--- config.mk ---
export PLATFORM = sky130hd
export DESIGN_NAME = gray_ptr_rx
export DESIGN_NICKNAME = d
export VERILOG_FILES = /design/src/rtl/gray_ptr_rx.sv
export SDC_FILE = /design/constraint.sdc
export NUM_CORES = 1
export LEC_CHECK = 0
export CAP_MARGIN = 20
export CELL_PAD_IN_SITES_DETAIL_PLACEMENT = 2
export CELL_PAD_IN_SITES_GLOBAL_PLACEMENT = 2
export CORE_MARGIN = 3
export CORE_UTILIZATION = 31
export CTS_BUF_LIST = sky130_fd_sc_hd__clkbuf_16
export CTS_CLUSTER_SIZE = 30
export DETAILED_ROUTE_END_ITERATION = 8
export PLACE_DENSITY = 0.87
export SYNTH_ARGS = -nofsm -noshare
export SYNTH_HDL_FRONTEND = slang
export SYNTH_SLANG_ARGS = --single-unit
--- constraint.sdc ---
create_clock -name clk -period 3.2 [get_ports clk]
set_input_delay 0.8 -clock clk [delete_from_list [all_inputs] [get_ports clk]]
set_output_delay 0.8 -clock clk [all_outputs]
set_load 0.05 [all_outputs]
--- src/rtl/gray_ptr_rx.sv ---
// Read-side receiver for a Gray-coded pointer coming from another clock domain.
// It synchronizes and decodes the pointer, tracks a local consumer pointer and fill level, and flags illegal Gray steps.
`timescale 1ns/1ps
module gray_ptr_rx #(
    parameter int DWID        = 16,
    parameter int SYNC_STAGES = 2
) (
    input  logic            clk,
    input  logic            rst_n,
    input  logic [DWID-1:0] i_gray,
    input  logic            i_rd_inc,
    input  logic            i_err_clr,
    output logic [DWID-1:0] o_bin,
    output logic            o_bin_vld,
    output logic [DWID-1:0] o_rd_ptr,
    output logic [DWID-1:0] o_level,
    output logic            o_empty,
    output logic            o_err
);

    logic [DWID-1:0] sync_q [SYNC_STAGES];
    logic [DWID-1:0] g_s;
    logic [DWID-1:0] g_prev;
    logic [DWID-1:0] g_diff;
    logic            multi_bit;
    logic            rd_accept;

    function automatic logic [DWID-1:0] gray2bin(input logic [DWID-1:0] g);
        logic [DWID-1:0] b;
        b[DWID-1] = g[DWID-1];
        for (int k = DWID - 2; k >= 0; k--) begin
            b[k] = b[k+1] ^ g[k];
        end
        return b;
    endfunction

    // Plain flop chain: no logic between stages, so each bit settles independently.
    always_ff @(posedge clk or negedge rst_n) begin
        if (!rst_n) begin
            for (int i = 0; i < SYNC_STAGES; i++) begin
                sync_q[i] <= '0;
            end
        end else begin
            sync_q[0] <= i_gray;
            for (int i = 1; i < SYNC_STAGES; i++) begin
                sync_q[i] <= sync_q[i-1];
            end
        end
    end

    assign g_s    = sync_q[SYNC_STAGES-1];
    assign g_diff = g_s ^ g_prev;
    // More than one bit set exactly when clearing the lowest set bit leaves something behind.
    assign multi_bit = |(g_diff & (g_diff - DWID'(1)));

    always_ff @(posedge clk or negedge rst_n) begin
        if (!rst_n) begin
            g_prev    <= '0;
            o_bin     <= '0;
            o_bin_vld <= 1'b0;
        end else begin
            g_prev    <= g_s;
            o_bin     <= gray2bin(g_s);
            o_bin_vld <= (g_s != g_prev);
        end
    end

    // A fresh illegal step takes priority over a clear in the same cycle.
    always_ff @(posedge clk or negedge rst_n) begin
        if (!rst_n) begin
            o_err <= 1'b0;
        end else if (multi_bit) begin
            o_err <= 1'b1;
        end else if (i_err_clr) begin
            o_err <= 1'b0;
        end
    end

    assign rd_accept = i_rd_inc & ~o_empty;

    always_ff @(posedge clk or negedge rst_n) begin
        if (!rst_n) begin
            o_rd_ptr <= '0;
        end else if (rd_accept) begin
            o_rd_ptr <= o_rd_ptr + DWID'(1);
        end
    end

    assign o_level = o_bin - o_rd_ptr;
    assign o_empty = (o_level == '0);

endmodule
==> flow_summary.toml <==
[grt]
grt_pass1_wl_mm = 25.0
antenna_found_initial = 0
overflow = 0
grt_max_degree = 82
grt_use_total_pct = 25.3
first_global_vias = 4078

[floorplanning]
core_region_area_mm2 = 0.0117
rows = 39
die_area_mm2 = 0.0137
chipHeight_um = 117
die_x_um = 117
start_util_pct = 32.6
ioPinCount = 71

[worst_hold_path]
hold_path.class = "in -> async"

[critical_path]
critPathBufInv = 2
cp_common_cell = "o21a_1"
cp_max_fo = 2
cp-start-kind = "flip-flop"
crit_path_cell_trace = "ha_4, fa_2, nor2b_2, o21a_1, o21a_1, buf_4, nor2_4, nor2_2, nor4bb_4, nand3_1, nor4_2, nand2_1, nor3_4, buf_12"
slowest_delay_ps = 440
rr_startpoint = "o_bin[0]"
critPathSlowestCell = "dfrtp_2"
critPathCaptureType = "output port"
cp.required_ps = 2400
crit_path_start = "o_rd_ptr[0]"
arrival_ps = 3310
critPathTopFamily = "simple AND/OR/NAND/NOR gates"
worst-setup-path-type = "reg -> out"

[synthesis]
yosysUniqueCellTypes = 42
synth_top_cell_area_share_pct = 53.2
synth_cells = 328
ys_warn_count = 0
syn_nets = 365
synthArstFlopShare_pct = 100
yosysTopAreaCell = "dfrtp_1"
ys_seq_area_share_pct = 53.2
synth-edff-count = 0
synth_area_leaders = "dfrtp_1, xnor2_1, ha_1, xor2_1, inv_1"
ys.flop_type = "dfrtp_1"
avgSynthCellArea_um2 = 11.6
synth_seq_cells = 81
synthesis.area_mm2 = 0.00381

[clock_network]
root_buffer = "clkbuf_16"
cts_tree = "done"
numCtsBuffers = 9
path_clk_slew_ps = 70
htree_levels = 3
numClockSinks = 81
cts_buffer_depth = 2
postCtsHoldBufs = 0
worstSkewPairLatency_ps = 350

[outcome]
outcome = "finished, violations left"
violations = "setup timing"

[cells_and_area]
antennaDiodeCount = 0
nets = 555
fillCellCount = 1077
finalNonFillerCells = 665
design_area_mm2 = 0.00667
drive_gt1_share_pct = 47.7
syn2layout_area_growth_pct = 75.1

[timing]
postLayoutSetupSlackWorst_ps = -911
fin_skew_ps = 14.1
finalHoldViolCount = 0
slew_viol_final = 0
relSlewSlack_pct = 45.8
finalSetupTns_ps = -17680
setup_violations = 33
clock.fmax_ghz = 0.243
period_share_pct = 128
rsz0062_at_grt = "true"
finalCriticalPeriod_ps = 4110
holdWs_ps = 272
worstMarginPinSlew_ps = 811

[place]
dp_hpwl_mm = 9.84
placed_area_mm2 = 0.00558
placedCellCount = 616
gp_congestion = 0.768
portBuffers = 70

[detailed_routing]
drtIter0Drc = 186
postRouteAntennaNets = 0
drc = 0
wl_per_cell_um = 28.5
num_vias = 3495
via_per_inst = 5.26
drtPass1Iterations = 4
wl_mm = 18.9

[job]
max_cap_viol_count = 0
==> layout by cell type, fill, tap and decap left out, drive strengths merged, types with 3 or more instances in the layout <==
| master | count |
|---|---|
| clkbuf | 9 |
| xor2 | 25 |
| clkdlybuf4s50 | 53 |
| or4 | 3 |
| nand3 | 10 |
| nand2 | 13 |
| buf | 127 |
| dfrtp | 81 |
| xnor2 | 30 |
| nor3 | 18 |
| nor2 | 14 |
| nand2b | 3 |
| ha | 16 |
| a21o | 5 |
| and3 | 3 |
| a21oi | 9 |
| nor4 | 8 |
| clkinv | 6 |
| o21ai | 6 |
| or3 | 7 |
| o21a | 10 |
| inv | 30 |
| nor2b | 5 |
| a211oi | 4 |
| o211ai | 3 |
==> area by class of cell <==
cell class | instances | area [µm²] | area share [%]
Multi-Input combinational cell | 215 | 2300 | 34.5
Sequential cell | 81 | 2050 | 30.7
Timing Repair Buffer | 181 | 1770 | 26.5
Clock buffer | 9 | 225 | 3.37
Tap cell | 143 | 179 | 2.68
Inverter | 30 | 113 | 1.69
Clock inverter | 6 | 36.3 | 0.544
==> cells in the mapped netlist, types with 3 or more instances <==
cell type   n
xor2_2      4
nand2b_1    3
or3_1       7
a21oi_1     9
a21o_1      5
o21a_1     10
a211oi_1    4
xor2_1     21
nor3_1     18
ha_1       16
dfrtp_1    81
nand2_1    13
xnor2_1    28
nor4_1      8
o21ai_0     6
o211ai_1    3
nor2b_1     5
and3_1      3
nor2_1     14
nand3_1    10
inv_1      30
==> metal layers <==
layer,wire (µm),share of wire [%],global-route usage [%],vias up
met5,0,0,0,-
met4,614,3.2,11.3,0
met3,581,3.1,4.42,42
met2,10300,54,47.7,108
met1,7480,39,27.5,1852
li1,-,-,-,1493
==> sequential cells by signal (all words and copies together) (netlist names) <==
register / flops
g_prev: 16
g_s: 16
o_rd_ptr: 16
sync_q: 16
o_bin: 15
o_bin_vld: 1
o_err: 1
==> kinds of logic (layout without fill, tap and decap cells) <==
kind of cell / Yosys count / count (layout) / share of synthesized area (%)
AO/OA/AOI/OAI: 47 / 47 / 8.96
multiplexers: 3 / 3 / 0.853
AND/OR/NAND/NOR: 89 / 89 / 12.2
XOR/XNOR: 57 / 57 / 15.1
flip-flops: 81 / 81 / 53.2
buffers and inverters: 32 / 226 / 3.45
adder cells (fa/ha/maj): 19 / 19 / 6.30
==> stage by stage <==
step                      util [%]  setup slack (ps)
final                         57.0              -911
after global routing          57.0             -1050
after CTS                     54.2              -756
after detailed placement      47.6              -544
after global placement        47.6              -303
after floorplan                  -              -705
==> path summary, 6_finish.rpt <==
kind | to | slack [ps] | cells after the start
min reg2reg | g_s[13] | 350 | 0
max in group asynchronous | o_bin[5] | 2320 | 2
max | o_empty | -910 | 14
min in group clk | g_s[13] | 350 | 0
min | g_s[4] | 270 | 1
max reg2reg | o_rd_ptr[8] | -830 | 19
==> timing repair <==
action	4_1_cts	5_1_grt
setup buffers	22	15
pin swaps	42	38
setup endpoints to repair	31	35
gates cloned	1	0
resized for setup	58	48
Power is left out: the tool's default activity adds up to more than one toggle a clock period on the data nets, which glitch-free logic cannot reach.
